File: config.mk
export PLATFORM = sky130hd
export DESIGN_NAME = uart_rx_buf
export DESIGN_NICKNAME = d
export VERILOG_FILES = /design/src/rtl/uart_rx_buf_pkg.sv /design/src/rtl/uart_rx_buf_mem.sv /design/src/rtl/uart_rx_buf.sv
export SDC_FILE = /design/constraint.sdc
export NUM_CORES = 1
export LEC_CHECK = 0
export ABC_AREA = 0
export BUFFER_PORTS_ARGS = -buffer_cell sky130_fd_sc_hd__buf_2
export CORE_UTILIZATION = 55
export DETAILED_ROUTE_END_ITERATION = 12
export GPL_ROUTABILITY_DRIVEN = 0
export PLACE_DENSITY = 0.75
export SLEW_MARGIN = 20
export SYNTH_ARGS = -nofsm -noshare
export SYNTH_HDL_FRONTEND = slang
export SYNTH_SLANG_ARGS = --single-unit
File: constraint.sdc
create_clock -name clk -period 2.5 [get_ports clk]
set_input_delay 0.25 -clock clk [delete_from_list [all_inputs] [get_ports clk]]
set_output_delay 0.25 -clock clk [all_outputs]
set_load 0.03 [all_outputs]
File: src/rtl/uart_rx_buf_pkg.sv
// Shared definitions for the UART receive buffer.
// Default depth comes from `UART_RXBUF_DEPTH_LOG2, normally provided by def_ex3.v.
`ifndef UART_RXBUF_DEPTH_LOG2
`define UART_RXBUF_DEPTH_LOG2 4
`endif

package uart_rx_buf_pkg;

  localparam int unsigned RXB_DEPTH_LOG2_DEF = `UART_RXBUF_DEPTH_LOG2;
  localparam int unsigned RXB_DATA_WIDTH_DEF = 8;

  typedef enum logic [1:0] {
    OP_IDLE = 2'd0,
    OP_PUSH = 2'd1,
    OP_POP  = 2'd2,
    OP_BOTH = 2'd3
  } rxb_op_e;

  function automatic rxb_op_e rxb_decode(input logic push, input logic pop);
    rxb_op_e op;
    case ({push, pop})
      2'b10:   op = OP_PUSH;
      2'b01:   op = OP_POP;
      2'b11:   op = OP_BOTH;
      default: op = OP_IDLE;
    endcase
    return op;
  endfunction

endpackage

File: src/rtl/uart_rx_buf_mem.sv
// Register file for the receive FIFO: synchronous write, asynchronous read.
// Contents are not reset; the top level only reads entries it has written.
module uart_rx_buf_mem #(
  parameter int unsigned DEPTH_LOG2 = 4,
  parameter int unsigned WIDTH      = 9
) (
  input  logic                  clk,
  input  logic                  wr_en_i,
  input  logic [DEPTH_LOG2-1:0] wr_addr_i,
  input  logic [WIDTH-1:0]      wr_data_i,
  input  logic [DEPTH_LOG2-1:0] rd_addr_i,
  output logic [WIDTH-1:0]      rd_data_o
);

  localparam int unsigned DEPTH = 1 << DEPTH_LOG2;

  logic [WIDTH-1:0] mem_q [DEPTH];

  always_ff @(posedge clk) begin
    if (wr_en_i) begin
      mem_q[wr_addr_i] <= wr_data_i;
    end
  end

  assign rd_data_o = mem_q[rd_addr_i];

endmodule

File: src/rtl/uart_rx_buf.sv
// Show-ahead receive FIFO between uart_rx and the CPU INPR/FGI port.
// Build option UART_RX_ERR_DROP_EN: discard errored bytes and count them on err_count.
module uart_rx_buf
  import uart_rx_buf_pkg::*;
#(
  parameter int unsigned DEPTH_LOG2 = RXB_DEPTH_LOG2_DEF,
  parameter int unsigned DATA_WIDTH = RXB_DATA_WIDTH_DEF
) (
  input  logic                  clk,
  input  logic                  reset,
  input  logic [DATA_WIDTH-1:0] rx_byte,
  input  logic                  rx_error,
  input  logic                  rx_rdy,
  input  logic                  inp_ack,
  input  logic                  ovf_clr,
  output logic [DATA_WIDTH-1:0] inpr,
  output logic                  fgi,
  output logic                  head_err,
  output logic [DEPTH_LOG2:0]   fifo_count,
  output logic                  overflow
`ifdef UART_RX_ERR_DROP_EN
  ,
  output logic [7:0]            err_count
`endif
);

  localparam logic [DEPTH_LOG2:0] FULL_C = {1'b1, {DEPTH_LOG2{1'b0}}};
`ifdef UART_RX_ERR_DROP_EN
  localparam int unsigned MEM_W = DATA_WIDTH;
`else
  localparam int unsigned MEM_W = DATA_WIDTH + 1;
`endif

  logic                  prev_rdy_q;
  logic [DEPTH_LOG2-1:0] wr_ptr_q, wr_ptr_d;
  logic [DEPTH_LOG2-1:0] rd_ptr_q, rd_ptr_d;
  logic [DEPTH_LOG2:0]   count_q, count_d;
  logic                  overflow_q, overflow_d;

  logic                  push_req_s;
  logic                  push_ok_s;
  logic                  pop_s;
  logic                  full_s;
  logic                  fgi_s;
  logic                  wr_en_s;
  logic                  ovf_set_s;
  logic [MEM_W-1:0]      wr_data_s;
  logic [MEM_W-1:0]      head_s;
  rxb_op_e               op_s;

  assign push_req_s = rx_rdy & ~prev_rdy_q;
  assign fgi_s      = (count_q != '0);
  assign full_s     = (count_q == FULL_C);
  assign pop_s      = inp_ack & fgi_s;

`ifdef UART_RX_ERR_DROP_EN
  logic [7:0] err_count_q, err_count_d;
  logic       err_drop_s;

  assign err_drop_s = push_req_s & rx_error;
  assign push_ok_s  = push_req_s & ~rx_error;
  assign wr_data_s  = rx_byte;

  // Saturating count of bytes discarded for a receive error.
  always_comb begin
    err_count_d = err_count_q;
    if (err_drop_s && (err_count_q != 8'hFF)) begin
      err_count_d = err_count_q + 8'd1;
    end else begin
      err_count_d = err_count_q;
    end
  end

  always_ff @(posedge clk or negedge reset) begin
    if (!reset) begin
      err_count_q <= 8'd0;
    end else begin
      err_count_q <= err_count_d;
    end
  end

  assign err_count = err_count_q;
`else
  assign push_ok_s = push_req_s;
  assign wr_data_s = {rx_error, rx_byte};
`endif

  assign op_s = rxb_decode(push_ok_s, pop_s);

  // Pop is already qualified by non-empty, so a full FIFO that pops can also accept a push.
  always_comb begin
    wr_en_s   = 1'b0;
    ovf_set_s = 1'b0;
    wr_ptr_d  = wr_ptr_q;
    rd_ptr_d  = rd_ptr_q;
    count_d   = count_q;
    case (op_s)
      OP_PUSH: begin
        if (full_s) begin
          ovf_set_s = 1'b1;
        end else begin
          wr_en_s  = 1'b1;
          wr_ptr_d = wr_ptr_q + DEPTH_LOG2'(1);
          count_d  = count_q + (DEPTH_LOG2 + 1)'(1);
        end
      end
      OP_POP: begin
        rd_ptr_d = rd_ptr_q + DEPTH_LOG2'(1);
        count_d  = count_q - (DEPTH_LOG2 + 1)'(1);
      end
      OP_BOTH: begin
        wr_en_s  = 1'b1;
        wr_ptr_d = wr_ptr_q + DEPTH_LOG2'(1);
        rd_ptr_d = rd_ptr_q + DEPTH_LOG2'(1);
      end
      default: begin
        wr_en_s = 1'b0;
      end
    endcase
  end

  // Setting the overflow flag takes priority over clearing it.
  always_comb begin
    overflow_d = overflow_q;
    if (ovf_set_s) begin
      overflow_d = 1'b1;
    end else if (ovf_clr) begin
      overflow_d = 1'b0;
    end else begin
      overflow_d = overflow_q;
    end
  end

  always_ff @(posedge clk or negedge reset) begin
    if (!reset) begin
      prev_rdy_q <= 1'b0;
      wr_ptr_q   <= '0;
      rd_ptr_q   <= '0;
      count_q    <= '0;
      overflow_q <= 1'b0;
    end else begin
      prev_rdy_q <= rx_rdy;
      wr_ptr_q   <= wr_ptr_d;
      rd_ptr_q   <= rd_ptr_d;
      count_q    <= count_d;
      overflow_q <= overflow_d;
    end
  end

  uart_rx_buf_mem #(
    .DEPTH_LOG2(DEPTH_LOG2),
    .WIDTH     (MEM_W)
  ) u_mem (
    .clk      (clk),
    .wr_en_i  (wr_en_s),
    .wr_addr_i(wr_ptr_q),
    .wr_data_i(wr_data_s),
    .rd_addr_i(rd_ptr_q),
    .rd_data_o(head_s)
  );

  assign fgi        = fgi_s;
  assign inpr       = fgi_s ? head_s[DATA_WIDTH-1:0] : '0;
`ifdef UART_RX_ERR_DROP_EN
  assign head_err   = 1'b0;
`else
  assign head_err   = fgi_s & head_s[DATA_WIDTH];
`endif
  assign fifo_count = count_q;
  assign overflow   = overflow_q;

endmodule

==> results of run 1 <==
==> power by group through the flow <==
stage	combinational, uW	sequential, uW	clock, uW
after floorplan	2000	3360	0
after global placement	2860	3320	0
after detailed placement	2890	3340	0
after CTS	3040	3290	2570
after global routing	3600	3310	2680
final	3410	3290	2540
==> layout make-up <==
| class | instances | area, sq um | area share [%] |
|---|---|---|---|
| flip-flops and latches | 159 | 4700 | 60.7 |
| multi-input cells | 142 | 1660 | 21.4 |
| repair buffers | 76 | 603 | 7.78 |
| clock buffers | 17 | 425 | 5.49 |
| well taps | 140 | 175 | 2.26 |
| clock inverters | 15 | 160 | 2.07 |
| inverters | 5 | 21.3 | 0.275 |
==> kinds of logic after synthesis <==
logic type | count (synthesis)
compound gates | 22
simple gates | 48
mux | 57
fa+ha+maj | 6
xor+xnor | 9
flops | 159
buf+inv | 23
==> layer usage <==
metal	global-route usage [%]	wire, um
met5	0	0
met3	6.64	757
met2	35.8	6450
met1	31.3	5350
met4	9.90	234
==> sequential cells by signal, indices dropped and copies added, names as in the netlist <==
signal / flops
prev_rdy_q: 1
wr_ptr_q: 4
rd_ptr_q: 4
overflow: 1
u_mem.mem_q: 144
fifo_count: 5
==> worst register-to-register path, cell delays in order (launching register included) <==
cell and delay, ns:
sky130_fd_sc_hd__dfrtp_2 0.40, sky130_fd_sc_hd__or4_4 0.56, sky130_fd_sc_hd__o211ai_1 0.25, sky130_fd_sc_hd__mux2i_1 0.13, sky130_fd_sc_hd__ha_2 0.21, sky130_fd_sc_hd__or3_1 0.33
sky130_fd_sc_hd__a31oi_2 0.17, sky130_fd_sc_hd__nor4_1 0.08, sky130_fd_sc_hd__a211oi_1 0.22, sky130_fd_sc_hd__a21oi_1 0.06
==> synth_stat cells (2+ instances only) <==
master | count | area (sq um)
sky130_fd_sc_hd__nand3_1 | 4 | 20.0
sky130_fd_sc_hd__mux2i_1 | 19 | 190
sky130_fd_sc_hd__a31oi_1 | 2 | 12.5
sky130_fd_sc_hd__o22ai_1 | 9 | 56.3
sky130_fd_sc_hd__xor2_1 | 2 | 17.5
sky130_fd_sc_hd__a21oi_1 | 2 | 10.0
sky130_fd_sc_hd__edfxtp_1 | 144 | 4320
sky130_fd_sc_hd__inv_1 | 4 | 15.0
sky130_fd_sc_hd__clkbuf_1 | 9 | 33.8
sky130_fd_sc_hd__ha_1 | 6 | 75.1
sky130_fd_sc_hd__nand2b_1 | 4 | 25.0
sky130_fd_sc_hd__buf_1 | 3 | 11.3
sky130_fd_sc_hd__nor4_1 | 4 | 25.0
sky130_fd_sc_hd__nand2_1 | 9 | 33.8
sky130_fd_sc_hd__nor3_1 | 5 | 25.0
sky130_fd_sc_hd__mux4_2 | 36 | 811
sky130_fd_sc_hd__o21ai_0 | 2 | 10.0
sky130_fd_sc_hd__dfrtp_1 | 15 | 375
sky130_fd_sc_hd__mux2_2 | 2 | 22.5
sky130_fd_sc_hd__nor2_1 | 15 | 56.3
sky130_fd_sc_hd__buf_2 | 5 | 25.0
sky130_fd_sc_hd__xnor2_1 | 7 | 61.3
sky130_fd_sc_hd__or3_1 | 2 | 12.5
==> metrics by stage <==
| step | util (%) | area [sq um] | setup WS (ns) | cells |
|---|---|---|---|---|
| after floorplan | - | 6370 | -0.169 | 324 |
| after CTS | 68.5 | 7590 | 0.00204 | 550 |
| final | 69.9 | 7750 | -0.0286 | 554 |
| after global placement | 62.4 | 6910 | 0.109 | 511 |
| after global routing | 69.9 | 7750 | -0.161 | 554 |
| after detailed placement | 62.4 | 6910 | 0.0341 | 511 |
==> worst paths after layout <==
kind / start / endpoint / slack [ns] / cells past startpoint
max: fifo_count[1] / fifo_count[4] / -0.03 / 9
min: ovf_clr / overflow / 0.03 / 2
max reg2reg: fifo_count[1] / fifo_count[4] / -0.03 / 9
min reg2reg: overflow / overflow / 0.52 / 2
max in group asynchronous: reset / fifo_count[1] / 1.97 / 2
min in group asynchronous: reset / fifo_count[4] / 0.26 / 2
==> timing repair <==
| item | CTS | global route |
|---|---|---|
| cloned | 1 | 2 |
| setup endpoints to repair | 10 | 29 |
| setup buffers | 4 | 2 |
| resized for setup | 12 | 30 |
| hold endpoints to repair | 16 | 0 |
| hold buffers | 2 | 0 |
| pin swaps | 3 | 1 |
==> impl_results.md, run 1 <==
- Run status: finished, violations left
- Violations in the final reports: negative setup slack
- Average cell area after synthesis: 19.7 sq um
- Number of violations of the max-capacitance limit: 0
- Count of state elements after synthesis: 159
- Most common cell after layout, fill and taps aside: sky130_fd_sc_hd__edfxtp_1
- Starting utilization of the core area: 57.5%
- Ant. Diodes: 0
- Buffers from clock root to sink, at most: 2
- Async S/R FF share, synth: 9.43%
- Top delay family on crit path: simple AND/OR/NAND/NOR gates
- RSZ-0062 raised after global routing: true
- Slew Limit Headroom: 53.0%
- Power spent charging and discharging nets: 3030 uW
- Data arrival time of the critical path: 2.83 ns
- Total core area: 11100 sq um
- Total Die Area: 12000 sq um
- Yosys warns: 0
- Internal power: 6210 uW
- Vias in the first global route: 3268
- Number of antenna-violating nets in the routed design: 0
- Share of cells above drive strength 1: 40.1%
- Die width: 110 um
- Worst path required time: 2.80 ns
- Clock Sinks: 159
- Slew @ Worst Pin: 0.702 ns
- Global-route congestion overflow total: 0
- Multiplexer fraction of the synthesized cell area: 16.1%
- Xor-xnor portion of the synthesized cell area: 1.24%
- Per-cell via count in the routed design: 5.95
- Combinational share of power: 36.9%
- Share of the synthesized area in compound gates (AO/OA/AOI/OAI): 2.38%
- Final Skew: 0.0151 ns
- Final hold violation count: 0
- CTS tree: done
- IR Drop Worst-Case VDD: 0.667 mV
- Number of remaining DRC errors: 0
- Ordered cell list for the critical path: or4_4 > o211ai_1 > mux2i_1 > ha_2 > or3_1 > a31oi_2 > nor4_1 > a211oi_1 > a21oi_1
- Achievable Freq: 0.395 GHz
- Most frequent cells in the layout: 144 x sky130_fd_sc_hd__edfxtp_1, 41 x sky130_fd_sc_hd__buf_4, 36 x sky130_fd_sc_hd__mux4_2, 21 x sky130_fd_sc_hd__buf_2, 18 x sky130_fd_sc_hd__clkbuf_16
- Switching share of total power: 32.8%
- Vert. Die Dim: 110 um
- Number of vias in the routed layout: 3299
- Arithmetic-cell share of the synthesized area counting full adders, half adders and majority gates: 1.18%
- Maximum fanout along the worst path: 5
- Clock transition at the registers of the reported paths: 0.06 ns
- Total wirelength of the detailed-routed design: 12800 um
- Most used flip-flop cell after synthesis: sky130_fd_sc_hd__edfxtp_1
- Combinational family with the most area after synthesis: multiplexers
- Filler cell count in the final layout: 682
- Count of flip-flops with a built-in enable after synthesis: 144
- First-pass iteration count of the detailed router: 4
- Cell count after synthesis: 324
- Leak pwr: 0.00273 uW
- Fraction of the cycle the final worst path needs: 101%
- Sum of negative setup slack: -0.0286 ns
- Deepest level of the CTS H-tree: 4
- Port Buf Inserts: 29
- Total design power: 9250 uW
- Post-synth net total: 344
- Worst setup margin: -0.0286 ns
- Type of destination of the critical path: flip-flop
- Register area share after synthesis: 73.8%
- Number of standard-cell rows in the floorplan: 38
- Launching element type of the critical path: flip-flop
- Initial antenna violation count: 0
- Average detailed-routed wire length per instance: 23.1 um
- Boundary pin count: 30
- Wire length of the first global-routing pass: 18800 um
- Power per cell area: 1190 nW/um^2
- Final worst hold slack: 0.0259 ns
- Number of nets in the final layout: 421
- Slew Viols, Final: 0
- Post-Synth Simple-Gate Area: 3.75%
- Later-pin clock latency in the skew report: 0.43 ns
- Number of failing setup endpoints in the final timing report: 1
- Post-synthesis instance area: 6370 sq um
- Overall routing resource usage: 23.2%
- Bufs and invs on worst path: 0
- Part of the total power dissipated in sequential elements: 35.6%
- Num CTS Buffers: 17
- Area grow syn2layout: 21.7%
- Number of distinct standard cells referenced by the synthesized netlist: 37
- Buffer type at the clock tree root: sky130_fd_sc_hd__clkbuf_16
- DP Wirelength: 7870 um
- Critical Path Slowest Stage Cell: sky130_fd_sc_hd__or4_4
- Final critical path time including I/O delays and setup: 2.53 ns
- Max incr delay on CP: 0.56 ns
- Kind of critical path: reg2reg
- Worst min-delay path category: in2reg
- First DRT Iteration DRCs: 363
- Clock share of power: 27.5%
- Maximum number of pins on one net before global-route repair: 25
Power figures use the tool's default switching activity.
==> run 2: changes to the inputs <==
CORE_UTILIZATION = 50   (was 55)
CTS_BUF_LIST = sky130_fd_sc_hd__clkbuf_4   (was default)
PLACE_DENSITY = 0.7   (was 0.75)
==> run 2 against run 1 <==
  * The flow still finishes with violations (negative setup slack)
  * Global-route usage shrank 1.6 points
  * Clock skew decreased by 0.00057 ns
  * Via count grew 0.97%
  * Register-to-register slack about the same
  * Combinational power increased by 14%
  * First-iteration DRC count fell by 31%
  * Utilization down 7.0 points
  * Largest power group unchanged
==> impl_results.md, run 2 (synthesized netlist as in run 1, its figures left out) <==
- Part of the total power dissipated in sequential elements: 37.8%
- Number of nets in the final layout: 427
- Buffer type at the clock tree root: sky130_fd_sc_hd__clkbuf_4
- Switching share of total power: 35.6%
- Per-cell via count in the routed design: 5.66
- Clock transition at the registers of the reported paths: 0.14 ns
- Ordered cell list for the critical path: buf_12 > mux4_2 > mux2i_1 > o22ai_4 > buf_6
- Worst setup margin: -0.0618 ns
- Worst path required time: 2.25 ns
- Violations in the final reports: negative setup slack
- Launching element type of the critical path: flip-flop
- Fraction of the cycle the final worst path needs: 102%
- Initial antenna violation count: 0
- Most frequent cells in the layout: 144 x sky130_fd_sc_hd__edfxtp_1, 41 x sky130_fd_sc_hd__buf_4, 36 x sky130_fd_sc_hd__mux4_2, 20 x sky130_fd_sc_hd__buf_2, 17 x sky130_fd_sc_hd__clkbuf_4
- Total core area: 12200 sq um
- Filler-free cell count of the finished design: 588
- Final Skew: 0.0145 ns
- Total placed instance area: 6980 sq um
- RSZ-0062 raised after global routing: true
- Internal power: 5610 uW
- Average detailed-routed wire length per instance: 22.1 um
- Wire length of the first global-routing pass: 19500 um
- CTS tree: done
- Ant. Diodes: 0
- Power spent charging and discharging nets: 3090 uW
- Total wirelength of the detailed-routed design: 13000 um
- First DRT Iteration DRCs: 251
- Combinational share of power: 44.8%
- First-pass iteration count of the detailed router: 4
- Number of remaining DRC errors: 0
- Max incr delay on CP: 0.54 ns
- Footprint of the multi-input gates: 1760 sq um
- Footprint of the flip-flops and latches: 4700 sq um
- Port Buf Inserts: 29
- Bufs and invs on worst path: 2
- Overall routing resource usage: 21.6%
- Most flops, register: u_mem.mem_q
- Total placed cells including tap cells: 544
- Global-route congestion overflow total: 0
- Starting utilization of the core area: 52.1%
- Run status: finished, violations left
- Type of destination of the critical path: primary output
- Final core occ: 62.9%
- Worst min-delay path category: in2reg
- Slew Limit Headroom: 55.9%
- Final critical path time including I/O delays and setup: 2.56 ns
- IR Drop Worst-Case VDD: 0.598 mV
- Buffers from clock root to sink, at most: 2
- Total Die Area: 13200 sq um
- Vias in the first global route: 3329
- Filler cell count in the final layout: 884
- Number of standard-cell rows in the floorplan: 40
- Die width: 115 um
- Area grow syn2layout: 20.7%
- Num CTS Buffers: 17
- Leak pwr: 0.00262 uW
- Final design area excluding fillers: 7680 sq um
- Slew @ Worst Pin: 0.658 ns
- Kind of critical path: reg2out
- Number of vias in the routed layout: 3331
- Maximum fanout along the worst path: 17
- Achievable Freq: 0.390 GHz
- Critical Path Slowest Stage Cell: sky130_fd_sc_hd__mux4_2
- Number of violations of the max-capacitance limit: 0
- Data arrival time of the critical path: 2.31 ns
- Number of failing setup endpoints in the final timing report: 10
- Flip-flop count of the largest register after layout: 144
- Deepest level of the CTS H-tree: 4
- Top delay family on crit path: multiplexers
- Share of cells above drive strength 1: 42.9%
- Final hold violation count: 0
- Later-pin clock latency in the skew report: 0.54 ns
- Clock share of power: 17.3%
- Most common cell after layout, fill and taps aside: sky130_fd_sc_hd__edfxtp_1
- Slew Viols, Final: 0
- DP Wirelength: 7970 um
- Power per cell area: 1130 nW/um^2
- Maximum number of pins on one net before global-route repair: 33
- Boundary pin count: 30
- Number of antenna-violating nets in the routed design: 0
- Vert. Die Dim: 115 um
- Clock Sinks: 159
[run 2: cell types whose count changed in the layout (fill, tap and decap cells not counted), sizes merged]
cell	change
inv	-2
clkinv	-3
dlygate4sd3	+2
clkbuf	-1
buf	+5
clkinvlp	+5
[run 2: path summary, 6_finish.rpt]
| path | slack [ns] | from | endpoint | cells past startpoint |
|---|---|---|---|---|
| worst max-delay path | -0.06 | rd_ptr_q[0] | inpr[5] | 5 |
| worst min-delay path | 0.07 | rx_byte[6] | u_mem.mem_q[14][6] | 1 |
| worst max register to register | -0.03 | fifo_count[2] | fifo_count[4] | 9 |
| worst min register to register | 0.54 | overflow | overflow | 2 |
| max in group asynchronous | 2.09 | reset | fifo_count[1] | 2 |
| min in group asynchronous | 0.13 | reset | wr_ptr_q[0] | 2 |
[run 2: power by group through the flow]
stage	sequential [uW]	combinational [uW]	clock (uW)
finish	3290	3900	1510
floorplan	3360	2000	0
detailed placement	3330	2890	0
CTS	3290	3470	1560
global placement	3320	2870	0
global route	3310	4120	1660
[run 2: final cells by class]
class	instances	area share, %
multi-input cells	142	22.9
well taps	168	2.74
repair buffers	82	9.08
clock inverters	15	2.12
inverters	5	0.277
flip-flops and latches	159	61.2
clock buffers	17	1.66
[run 2: per-stage QoR]
step                power, uW  setup TNS [ns]  hold slack, ns  setup WS (ns)
global route             9100           -2.08         0.00508         -0.197
global placement         6180               0           0.170          0.141
finish                   8700          -0.524          0.0669        -0.0618
floorplan                5360          -0.169         -0.0456         -0.169
detailed placement       6220               0           0.174         0.0566
CTS                      8310          -0.915         0.00717         -0.110
[run 2: what timing repair did]
action	4_1_cts	5_1_grt
hold endpoints to repair	18	0
cloned	3	0
setup buffers	5	1
pin swaps	1	10
endpoints found under the setup margin	9	21
resized for setup	38	30
hold buffers	4	0
[run 2: metal layers]
metal	vias to the layer above	GRT usage (%)	routed length, um
li1	1487	-	-
met1	1741	29.7	5660
met2	95	34.7	6590
met3	8	4.90	631
met4	0	7.27	101
met5	-	0	0
